### src/rtl/ctrl_mem_pkg.sv
// Shared types and default sizes for the memory read/write controllers.
//   rd_state_t          : read-controller FSM state encoding
//   MEM_ADDR_WIDTH_DEF  : default memory address width
//   MEM_SIZE_DEF        : default words per sweep
//   DATA_WIDTH_DEF      : default memory word / stream width
package ctrl_mem_pkg;

  localparam int unsigned MEM_ADDR_WIDTH_DEF = 3;
  localparam int unsigned MEM_SIZE_DEF       = 8;
  localparam int unsigned DATA_WIDTH_DEF     = 16;

  typedef enum logic [1:0] {
    RD_IDLE,
    RD_READ,
    RD_DRAIN
  } rd_state_t;

endpackage

### src/rtl/ctrl_mem_read_if.sv
// Valid/ready word stream between the read controller and its consumer.
//   m_valid : word valid (producer)
//   m_ready : consumer accepts word
//   m_data  : word payload (producer)
interface ctrl_mem_read_if
  import ctrl_mem_pkg::*;
#(
  parameter int unsigned DATA_WIDTH = DATA_WIDTH_DEF
);

  logic                  m_valid;
  logic                  m_ready;
  logic [DATA_WIDTH-1:0] m_data;

  modport master (output m_valid, output m_data, input m_ready);
  modport slave  (input m_valid, input m_data, output m_ready);

endinterface

### src/rtl/rd_skid_fifo.sv
// Two-entry FIFO used as the read controller's output buffer.
//   clk, reset : clock, synchronous active-high reset
//   push       : write push_data at the tail (caller guarantees not full)
//   pop        : drop the head entry (caller guarantees not empty)
//   push_data  : data to write
//   count      : entries held (0..2)
//   head       : oldest entry
module rd_skid_fifo
  import ctrl_mem_pkg::*;
#(
  parameter int unsigned DATA_WIDTH = DATA_WIDTH_DEF
) (
  input  logic                  clk,
  input  logic                  reset,
  input  logic                  push,
  input  logic                  pop,
  input  logic [DATA_WIDTH-1:0] push_data,
  output logic [1:0]            count,
  output logic [DATA_WIDTH-1:0] head
);

  logic [DATA_WIDTH-1:0] slot [2];
  logic                  wr_ptr;
  logic                  rd_ptr;

  always_ff @(posedge clk) begin
    if (reset) begin
      wr_ptr <= 1'b0;
      rd_ptr <= 1'b0;
      count  <= '0;
    end else begin
      if (push) begin
        slot[wr_ptr] <= push_data;
        wr_ptr       <= ~wr_ptr;
      end
      if (pop) begin
        rd_ptr <= ~rd_ptr;
      end
      case ({push, pop})
        2'b10:   count <= count + 2'd1;
        2'b01:   count <= count - 2'd1;
        default: count <= count;
      endcase
    end
  end

  assign head = slot[rd_ptr];

endmodule

### src/rtl/ctrl_mem_read.sv
// Memory read controller: sweeps MEM_SIZE words of a synchronous-read memory
// and streams them out on a valid/ready interface at up to 1 word/cycle.
//   clk, reset  : clock, synchronous active-high reset
//   start       : pulse to begin a sweep (ignored while busy)
//   rd_hold     : stall new read issues; buffered words still drain
//   mem_addr    : memory read address
//   mem_rd_en   : memory read strobe (combinational)
//   mem_rd_data : read data, valid the cycle after mem_rd_en
//   m_if        : output word stream (master side)
//   busy        : sweep in progress
//   done        : 1-cycle pulse after the last word is accepted
module ctrl_mem_read
  import ctrl_mem_pkg::*;
#(
  parameter int unsigned MEM_ADDR_WIDTH = MEM_ADDR_WIDTH_DEF,
  parameter int unsigned MEM_SIZE       = MEM_SIZE_DEF,
  parameter int unsigned DATA_WIDTH     = DATA_WIDTH_DEF
) (
  input  logic                      clk,
  input  logic                      reset,
  input  logic                      start,
  input  logic                      rd_hold,
  output logic [MEM_ADDR_WIDTH-1:0] mem_addr,
  output logic                      mem_rd_en,
  input  logic [DATA_WIDTH-1:0]     mem_rd_data,
  ctrl_mem_read_if.master           m_if,
  output logic                      busy,
  output logic                      done
);

  localparam int unsigned CNT_W = $clog2(MEM_SIZE + 1);
  localparam logic [CNT_W-1:0]          CNT_FULL  = CNT_W'(MEM_SIZE);
  localparam logic [CNT_W-1:0]          CNT_LAST  = CNT_W'(MEM_SIZE - 1);
  localparam logic [MEM_ADDR_WIDTH-1:0] ADDR_LAST = MEM_ADDR_WIDTH'(MEM_SIZE - 1);

  rd_state_t             state;
  logic [CNT_W-1:0]      issued;
  logic [CNT_W-1:0]      accepted;
  logic                  inflight;
  logic [1:0]            fifo_count;
  logic [DATA_WIDTH-1:0] fifo_head;
  logic                  pop;
  logic [2:0]            occupancy;

  assign pop          = m_if.m_valid & m_if.m_ready;
  assign m_if.m_valid = (fifo_count != 2'd0);
  assign m_if.m_data  = fifo_head;

  // Slots committed after this edge: stored words plus the read in flight,
  // minus the word leaving now. Issue only if that leaves room for one more.
  assign occupancy = {1'b0, fifo_count} + {2'b00, inflight} - {2'b00, pop};

  always_comb begin
    mem_rd_en = (state == RD_READ) && !rd_hold && (issued < CNT_FULL)
                && (occupancy < 3'd2);
  end

  rd_skid_fifo #(
    .DATA_WIDTH (DATA_WIDTH)
  ) u_fifo (
    .clk       (clk),
    .reset     (reset),
    .push      (inflight),
    .pop       (pop),
    .push_data (mem_rd_data),
    .count     (fifo_count),
    .head      (fifo_head)
  );

  always_ff @(posedge clk) begin
    if (reset) begin
      state    <= RD_IDLE;
      mem_addr <= '0;
      issued   <= '0;
      accepted <= '0;
      inflight <= 1'b0;
      busy     <= 1'b0;
      done     <= 1'b0;
    end else begin
      done     <= 1'b0;
      inflight <= mem_rd_en;

      if (mem_rd_en) begin
        mem_addr <= (mem_addr == ADDR_LAST) ? '0 : mem_addr + MEM_ADDR_WIDTH'(1);
        issued   <= issued + CNT_W'(1);
      end
      if (pop) begin
        accepted <= accepted + CNT_W'(1);
      end

      case (state)
        RD_IDLE: begin
          if (start) begin
            state    <= RD_READ;
            busy     <= 1'b1;
            issued   <= '0;
            accepted <= '0;
          end
        end
        RD_READ: begin
          if (mem_rd_en && (issued == CNT_LAST)) begin
            state <= RD_DRAIN;
          end
        end
        RD_DRAIN: begin
          if (pop && (accepted == CNT_LAST)) begin
            state <= RD_IDLE;
            busy  <= 1'b0;
            done  <= 1'b1;
          end
        end
        default: begin
          state <= RD_IDLE;
          busy  <= 1'b0;
        end
      endcase
    end
  end

endmodule
### src/flat_wrapper.sv
// flat-port wrapper written by rule: the top's interface ports become plain ports
module ctrl_mem_read_flat import ctrl_mem_pkg::*;
#(
  parameter int unsigned MEM_ADDR_WIDTH = MEM_ADDR_WIDTH_DEF,
  parameter int unsigned MEM_SIZE       = MEM_SIZE_DEF,
  parameter int unsigned DATA_WIDTH     = DATA_WIDTH_DEF
)
  (clk, reset, start, rd_hold, mem_addr, mem_rd_en, mem_rd_data, busy, done, m_if_m_valid, m_if_m_data, m_if_m_ready);
  ctrl_mem_read_if #(.DATA_WIDTH(DATA_WIDTH)) m_if_i ();
  input  logic clk;
  input  logic reset;
  input  logic start;
  input  logic rd_hold;
  output logic [MEM_ADDR_WIDTH-1:0] mem_addr;
  output logic mem_rd_en;
  input  logic [DATA_WIDTH-1:0] mem_rd_data;
  output logic busy;
  output logic done;
  output wire logic [$bits(m_if_i.m_valid)-1:0] m_if_m_valid;
  output wire logic [$bits(m_if_i.m_data)-1:0] m_if_m_data;
  input wire logic [$bits(m_if_i.m_ready)-1:0] m_if_m_ready;
  assign m_if_m_valid = m_if_i.m_valid;
  assign m_if_m_data = m_if_i.m_data;
  assign m_if_i.m_ready = m_if_m_ready;
  ctrl_mem_read #(.MEM_ADDR_WIDTH(MEM_ADDR_WIDTH), .MEM_SIZE(MEM_SIZE), .DATA_WIDTH(DATA_WIDTH)) u_core (.clk(clk), .reset(reset), .start(start), .rd_hold(rd_hold), .mem_addr(mem_addr), .mem_rd_en(mem_rd_en), .mem_rd_data(mem_rd_data), .m_if(m_if_i), .busy(busy), .done(done));
endmodule
### config.mk
export PLATFORM = sky130hd
export DESIGN_NAME = ctrl_mem_read_flat
export DESIGN_NICKNAME = d
export VERILOG_FILES = /design/src/rtl/ctrl_mem_pkg.sv /design/src/rtl/ctrl_mem_read_if.sv /design/src/rtl/rd_skid_fifo.sv /design/src/rtl/ctrl_mem_read.sv /design/src/flat_wrapper.sv
export SDC_FILE = /design/constraint.sdc
export NUM_CORES = 1
export LEC_CHECK = 0
export CAP_MARGIN = 20
export CORE_MARGIN = 1.5
export CORE_UTILIZATION = 30
export CTS_CLUSTER_SIZE = 16
export DETAILED_ROUTE_END_ITERATION = 8
export HOLD_SLACK_MARGIN = 0.15
export MAX_ROUTING_LAYER = met4
export PLACE_DENSITY = 0.48
export SLEW_MARGIN = 15
export SYNTH_ARGS = -nofsm -noshare
export SYNTH_HDL_FRONTEND = slang
export SYNTH_HIERARCHICAL = 1
export SYNTH_SLANG_ARGS = --single-unit
### constraint.sdc
create_clock -name clk -period 3.11 [get_ports clk]
set_input_delay 0.311 -clock clk [delete_from_list [all_inputs] [get_ports clk]]
set_output_delay 0.311 -clock clk [all_outputs]
set_load 0.01 [all_outputs]
==> results of run 1 <==
critical path: cells and delay by family:
kind | cells | cell delay [ns]
buffers and inverters | 3 | 0.80
AND/OR/NAND/NOR | 3 | 0.48
adder cells (fa/ha/maj) | 2 | 0.80
AO/OA/AOI/OAI | 1 | 0.11
worst max-delay path by stage:
stage / end / startpoint / cells after the start
4_1_cts: mem_rd_en / u_core/u_fifo/count[0]$_SDFFE_PP0P_ / 8
6_report: mem_rd_en / m_if_m_ready / 9
5_1_grt: mem_rd_en / u_core/u_fifo/count[0]$_SDFFE_PP0P_ / 8
3_3_place_gp: mem_rd_en / m_if_m_ready / 9
3_5_place_dp: mem_rd_en / m_if_m_ready / 9
2_1_floorplan: u_core/mem_addr[0]$_SDFFE_PP0P_ / u_core/u_fifo/count[1]$_SDFFE_PP0P_ / 8
where the power goes:
group          switching, mW  total (mW)  internal, mW
Sequential            0.0320       0.801         0.768
Combinational          0.119       0.284         0.166
Clock                  0.220       0.462         0.242
Total                  0.370        1.55          1.18
layer usage:
metal,GRT usage (%),vias up,part of all wire [%]
met5,-,-,0
met4,3.41,0,0.46
met3,2.45,2,3.8
met2,21.0,28,53
met1,13.0,682,43
li1,-,690,-
flip-flops by register name, summed over array words and instances (netlist names), named ones only:
register / count
u_core/u_fifo/slot: 32
u_core/accepted: 4
u_core/issued: 4
u_core/mem_addr: 3
u_core/state: 2
u_core/u_fifo/count: 2
u_core/busy: 1
u_core/done: 1
u_core/inflight: 1
u_core/u_fifo/rd_ptr: 1
u_core/u_fifo/wr_ptr: 1
per-stage QoR:
stage / utilization [%] / setup slack [ns]
after global placement: 40.1 / 0.0344
after floorplan: - / 0.283
after CTS: 41.7 / 0.253
final: 41.7 / 0.290
after global routing: 41.7 / 0.0663
after detailed placement: 40.1 / -0.00110
what timing repair did:
action,in CTS,in global routing
buffers inserted,0,0
endpoints found under the hold margin,0,0
setup endpoints to repair,1,0
resized for setup,1,0
cells in the final DEF (no fill, tap or decap), drive strengths merged, types with 2 or more instances in the layout:
cell,netlist,final
a21oi,8,8
o31ai,5,5
buf,2,8
nor2,7,7
nor4,2,2
clkbuf,2,6
clkdlybuf4s50,0,42
nand2b,3,3
xnor2,4,4
dfxtp,21,21
nand3,3,3
inv,6,6
nor3,5,5
nand4,3,3
ha,6,6
or4,2,2
mux2,17,17
edfxtp,32,32
or3,2,2
xor2,4,4
nand4bb,2,2
nand2,3,3
o21ai,3,3
cell families after synthesis:
family,Yosys count,share of synthesized area (%)
DFF,53,63.6
and+or+nand+nor,39,10.9
AOI/OAI and AO/OA,21,6.11
muxes,18,9.45
buffers and inverters,10,1.96
xor gates and xnor gates,8,3.57
adders and majority gates,7,4.38
layout make-up:
class / instances / area, µm²
Tap cell: 96 / 120
Clock buffer: 6 / 72.6
Inverter: 6 / 22.5
Clock inverter: 2 / 38.8
Sequential cell: 53 / 1380
Timing Repair Buffer: 51 / 489
Fill cell: 662 / 4030
Multi-Input combinational cell: 93 / 757
==> results.txt, run 1 <==
Fin. Hold Viols: 0
gr usage total: 11.7%
endpoints failing setup: 0
remaining global-route overflow: 0
Die Y: 88.1 µm
Yosys top cell by area: edfxtp_1
Commonest cells post-synth: 32 x edfxtp_1, 21 x dfxtp_1, 16 x mux2_2, 8 x a21oi_1, 7 x nor2_1
reg2reg setup slack: 0.53 ns
Highest Clock Rate: 355 MHz
Tightest Pin Transition: 0.735 ns
Bufs on Longest Clock Path: 2
hold slack: 0.499 ns
DR WL/cell: 13.4 µm
first-pass GRT wire length: 6770 µm
Final Cycle Share: 90.7%
port buffer count: 43
max-slew violations: 0
number of global-route vias before repair: 1,500
Starting Density: 31.4%
Mapped Cells: 156
H-tree Lvls: 2
DRC: 0
power density cells: 537 nW/µm²
Critical Path AT: 2.51 ns
DIE WIDTH: 88.1 µm
Final Power: 1.55 mW
RSZ-0062 raised after global routing: false
Hold Path Class: reg2reg
largest cells by area after synthesis: edfxtp_1 44%, dfxtp_1 19%, mux2_2 8.3%
Layout Nets: 238
Placement Cell Area: 2770 µm²
Slowest cell on crit path: fa_1
pin count of the biggest net entering global routing: 17
crit-path cells: clkdlybuf4s50_1 -> o21ai_1 -> inv_1 -> ha_1 -> nand2b_1 -> fa_1 -> nand4bb_1 -> nor3_2 -> dlygate4sd2_1
Leakage: 0.994 nW
clk slew on worst S/H paths: 0.09 ns
I/O Pins: 44
Req. time, crit path: 2.80 ns
Final ANT Viol Nets: 0
crit path launch type: input port
cts hold-fix bufs: 0
vias post-DR: 1,402
Setup TNS Final: 0 ns
reg-to-reg startpoint: u_core/u_fifo/count[0]$_SDFFE_PP0P_
Initial DRC Count: 84
total CTS buffers: 5
Critical Path Sink Type: primary output
top_reg_cell synth: edfxtp_1
Final Cell Area: 2880 µm²
area share of the largest cell type after synthesis: 44.3%
outcome: complete, no violations
clk sinks: 53
ys async rst share: 0%
hold path startpoint: u_core/mem_addr[1]$_SDFFE_PP0P_
first-pass iteration count of the detailed router: 4
hold path depth: 2
sequential element share of the synthesized area: 63.6%
layout cells sized above 1: 18.5%
RR Endpoint: u_core/issued[2]$_SDFF_PP0_
crit path max fanout: 3
Final Instance Count excl. Fillers: 307
die outline area: 7760 µm²
Layout area overhead: 32.7%
root buf cell: clkbuf_8
kind of critical path: in2out
antenna fix cells: 0
Placer Congestion: 0.824
CTS tree: built
Post-Syn Nets: 184
via/cell ratio: 4.57
Endpoint, Worst Hold: u_core/mem_addr[1]$_SDFFE_PP0P_
most frequent cell after synthesis: edfxtp_1
r2r worst-path depth: 9
minimum clock period: 2.82 ns
core area: 6910 µm²
initial antenna violation count: 0
row cnt: 30
Clk Latency, worst-skew pair: 0.30 ns
syn avg cell area: 13.9 µm²
Worst Skew: 0.00558 ns
Mapped Area: 2170 µm²
Distinct cells, synth: 41
Warnings, synthesis: 6
VDD IR max: 251 µV
Post-synth EDFFs: 32
Rel. slew slack: 50.9%
max_cap viols: 0
final wirelength: 4120 µm
CP max stage delay: 0.54 ns
Final HPWL DP: 2900 µm
Synth Register Bits: 53
dpl cells: 299
No activity file was read; power rests on OpenSTA's default activity.
==> inputs of run 2 (changes only) <==
--- a/config.mk
+++ b/config.mk
@@ -6,13 +6,16 @@
 export NUM_CORES = 1
 export LEC_CHECK = 0
 export CAP_MARGIN = 20
+export CELL_PAD_IN_SITES_DETAIL_PLACEMENT = 0
+export CELL_PAD_IN_SITES_GLOBAL_PLACEMENT = 1
 export CORE_MARGIN = 1.5
 export CORE_UTILIZATION = 30
+export CTS_CLUSTER_DIAMETER = 50
 export CTS_CLUSTER_SIZE = 16
 export DETAILED_ROUTE_END_ITERATION = 8
 export HOLD_SLACK_MARGIN = 0.15
 export MAX_ROUTING_LAYER = met4
-export PLACE_DENSITY = 0.48
+export PLACE_DENSITY = 0.58
 export SLEW_MARGIN = 15
 export SYNTH_ARGS = -nofsm -noshare
 export SYNTH_HDL_FRONTEND = slang
==> results.txt, run 2 (synthesized netlist as in run 1, its figures left out) <==
outcome: complete, no violations
Setup TNS Final: 0 ns (unchanged)
number of global-route vias before repair: 1,380 (-8.0%)
Final HPWL DP: 2970 µm (+2.5%)
crit-path cells: clkdlybuf4s50_1 -> o21ai_1 -> inv_1 -> ha_1 -> nand2b_1 -> fa_1 -> nand4bb_1 -> nor3_2 -> dlygate4sd2_1
Tightest Pin Transition: 0.714 ns (-0.0213 ns)
Critical Path Sink Type: primary output
met3 Use GR: 3.58% (+1.1 points)
crit path launch type: input port
endpoints failing setup: 0 (unchanged)
Final ANT Viol Nets: 0 (unchanged)
vias post-DR: 1,408 (+0.43%)
Placer Congestion: 0.715 (-13%)
crit path max fanout: 3 (unchanged)
first-pass iteration count of the detailed router: 4 (unchanged)
power density cells: 512 nW/µm² (-4.7%)
first-pass GRT wire length: 6510 µm (-3.8%)
kind of critical path: in2out
most common cell after layout, fill and taps aside: clkdlybuf4s50_1
antenna fix cells: 0 (unchanged)
CTS tree: built
row cnt: 30 (unchanged)
gr usage total: 11.5% (-0.19 points)
number of flip-flops in the largest register: 32 (unchanged)
H-tree Lvls: 2 (unchanged)
hold path depth: 2 (unchanged)
r2r worst-path depth: 9 (unchanged)
max-slew violations: 0 (unchanged)
Leakage: 0.976 nW (-1.8%)
CP max stage delay: 0.54 ns (about the same)
Final Power: 1.46 mW (-5.5%)
via/cell ratio: 4.59 (+0.43%)
# resized after CTS: 1 (unchanged)
Bufs on Longest Clock Path: 2 (unchanged)
Starting Density: 31.4% (unchanged)
Final Cycle Share: 91.0% (+0.32 points)
Die Y: 88.1 µm (unchanged)
GR Util met1: 12.0% (-1.0 points)
Clk Latency, worst-skew pair: 0.30 ns (about the same)
DIE WIDTH: 88.1 µm (unchanged)
initial antenna violation count: 0 (unchanged)
Fin. Hold Viols: 0 (unchanged)
pin count of the biggest net entering global routing: 17 (unchanged)
Most Crowded Layer GR: met2
clk sinks: 53 (unchanged)
max_cap viols: 0 (unchanged)
Setup Fix Bufs, Post-CTS: 0 (unchanged)
Highest Clock Rate: 353 MHz (-0.35%)
Final Instance Count excl. Fillers: 307 (unchanged)
root buf cell: clkbuf_8
die outline area: 7760 µm² (unchanged)
port buffer count: 43 (unchanged)
layout cells sized above 1: 18.5% (unchanged)
met2 Usage GRT: 21.0% (-0.069 points)
Critical Path AT: 2.52 ns (about the same)
most frequent cells in the layout: 42 x clkdlybuf4s50_1, 32 x edfxtp_1, 21 x dfxtp_1, 16 x mux2_2
I/O Pins: 44 (unchanged)
remaining global-route overflow: 0 (unchanged)
DR WL/cell: 13.4 µm (-0.36%)
RSZ-0062 raised after global routing: false
Top reg by flops: u_core/u_fifo/slot
Rel. slew slack: 52.3% (+1.4 points)
Worst Skew: 0.00784 ns (+0.00226 ns)
minimum clock period: 2.83 ns (+0.00990 ns)
Initial DRC Count: 49 (-42%)
Req. time, crit path: 2.80 ns (about the same)
VDD IR max: 184 µV (-27%)
core area: 6910 µm² (unchanged)
Layout Nets: 238 (unchanged)
DRC: 0 (unchanged)
Layout area overhead: 31.6%
biggest regs: u_core/u_fifo/slot x32, u_core/accepted x4, u_core/issued x4
cts hold-fix bufs: 0 (unchanged)
clk slew on worst S/H paths: 0.09 ns (about the same)
dpl cells: 299 (unchanged)
Slowest cell on crit path: fa_1
reg2reg setup slack: 0.55 ns (+0.02 ns)
final wirelength: 4110 µm (-0.36%)
Hold Path Class: reg2reg
total CTS buffers: 5 (unchanged)
## run 2: cell count changes in the layout (fill, tap and decap cells not counted), sizes merged
cell,previous run,this run
bufinv,1,0
clkinv,1,0
clkinvlp,0,2
## run 2: metrics by stage
stage                     area, µm²  utilization (%)  hold WS [ns]  worst slack, ns
after detailed placement       2770             40.1         0.495          -0.0191
after global routing           2860             41.4         0.522           0.0725
final                          2860             41.4         0.502            0.280
after global placement         2770             40.1         0.479           0.0219
after floorplan                2170                -         0.380            0.283
after CTS                      2860             41.4         0.509            0.245
## run 2: per-layer routing
| layer | part of all wire (%) | routed length (µm) | vias up |
|---|---|---|---|
| met4 | 1.0 | 43 | 0 |
| li1 | - | - | 693 |
| met3 | 5.0 | 205 | 5 |
| met5 | 0 | 0 | - |
| met2 | 52 | 2150 | 33 |
| met1 | 42 | 1710 | 677 |
## run 2: path summary, 6_finish.rpt
kind,start,end
setup / recovery,m_if_m_ready,mem_rd_en
hold / removal,u_core/mem_addr[2]$_SDFFE_PP0P_,u_core/mem_addr[2]$_SDFFE_PP0P_
setup reg to reg,u_core/u_fifo/count[0]$_SDFFE_PP0P_,u_core/issued[2]$_SDFF_PP0_
hold reg to reg,u_core/mem_addr[2]$_SDFFE_PP0P_,u_core/mem_addr[2]$_SDFFE_PP0P_
## run 2: cell type report
class	count	area, µm²
multi-input cells	93	757
well taps	96	120
clock inverters	2	15.0
flip-flops and latches	53	1380
fillers	673	4050
inverters	6	22.5
clock buffers	6	72.6
repair buffers	51	489
## run 2: where the power goes
part / total (mW) / leakage [nW] / switching, mW / internal, mW
Clock: 0.377 / 0.0374 / 0.218 / 0.159
Combinational: 0.285 / 0.480 / 0.119 / 0.165
Sequential: 0.800 / 0.459 / 0.0319 / 0.769
Total: 1.46 / 0.976 / 0.369 / 1.09
## run 2: critical path, delay by kind of cell
kind,cells,cell delay [ns]
buf+inv,3,0.80
compound gates,1,0.12
fa+ha+maj,2,0.80
simple gates,3,0.49
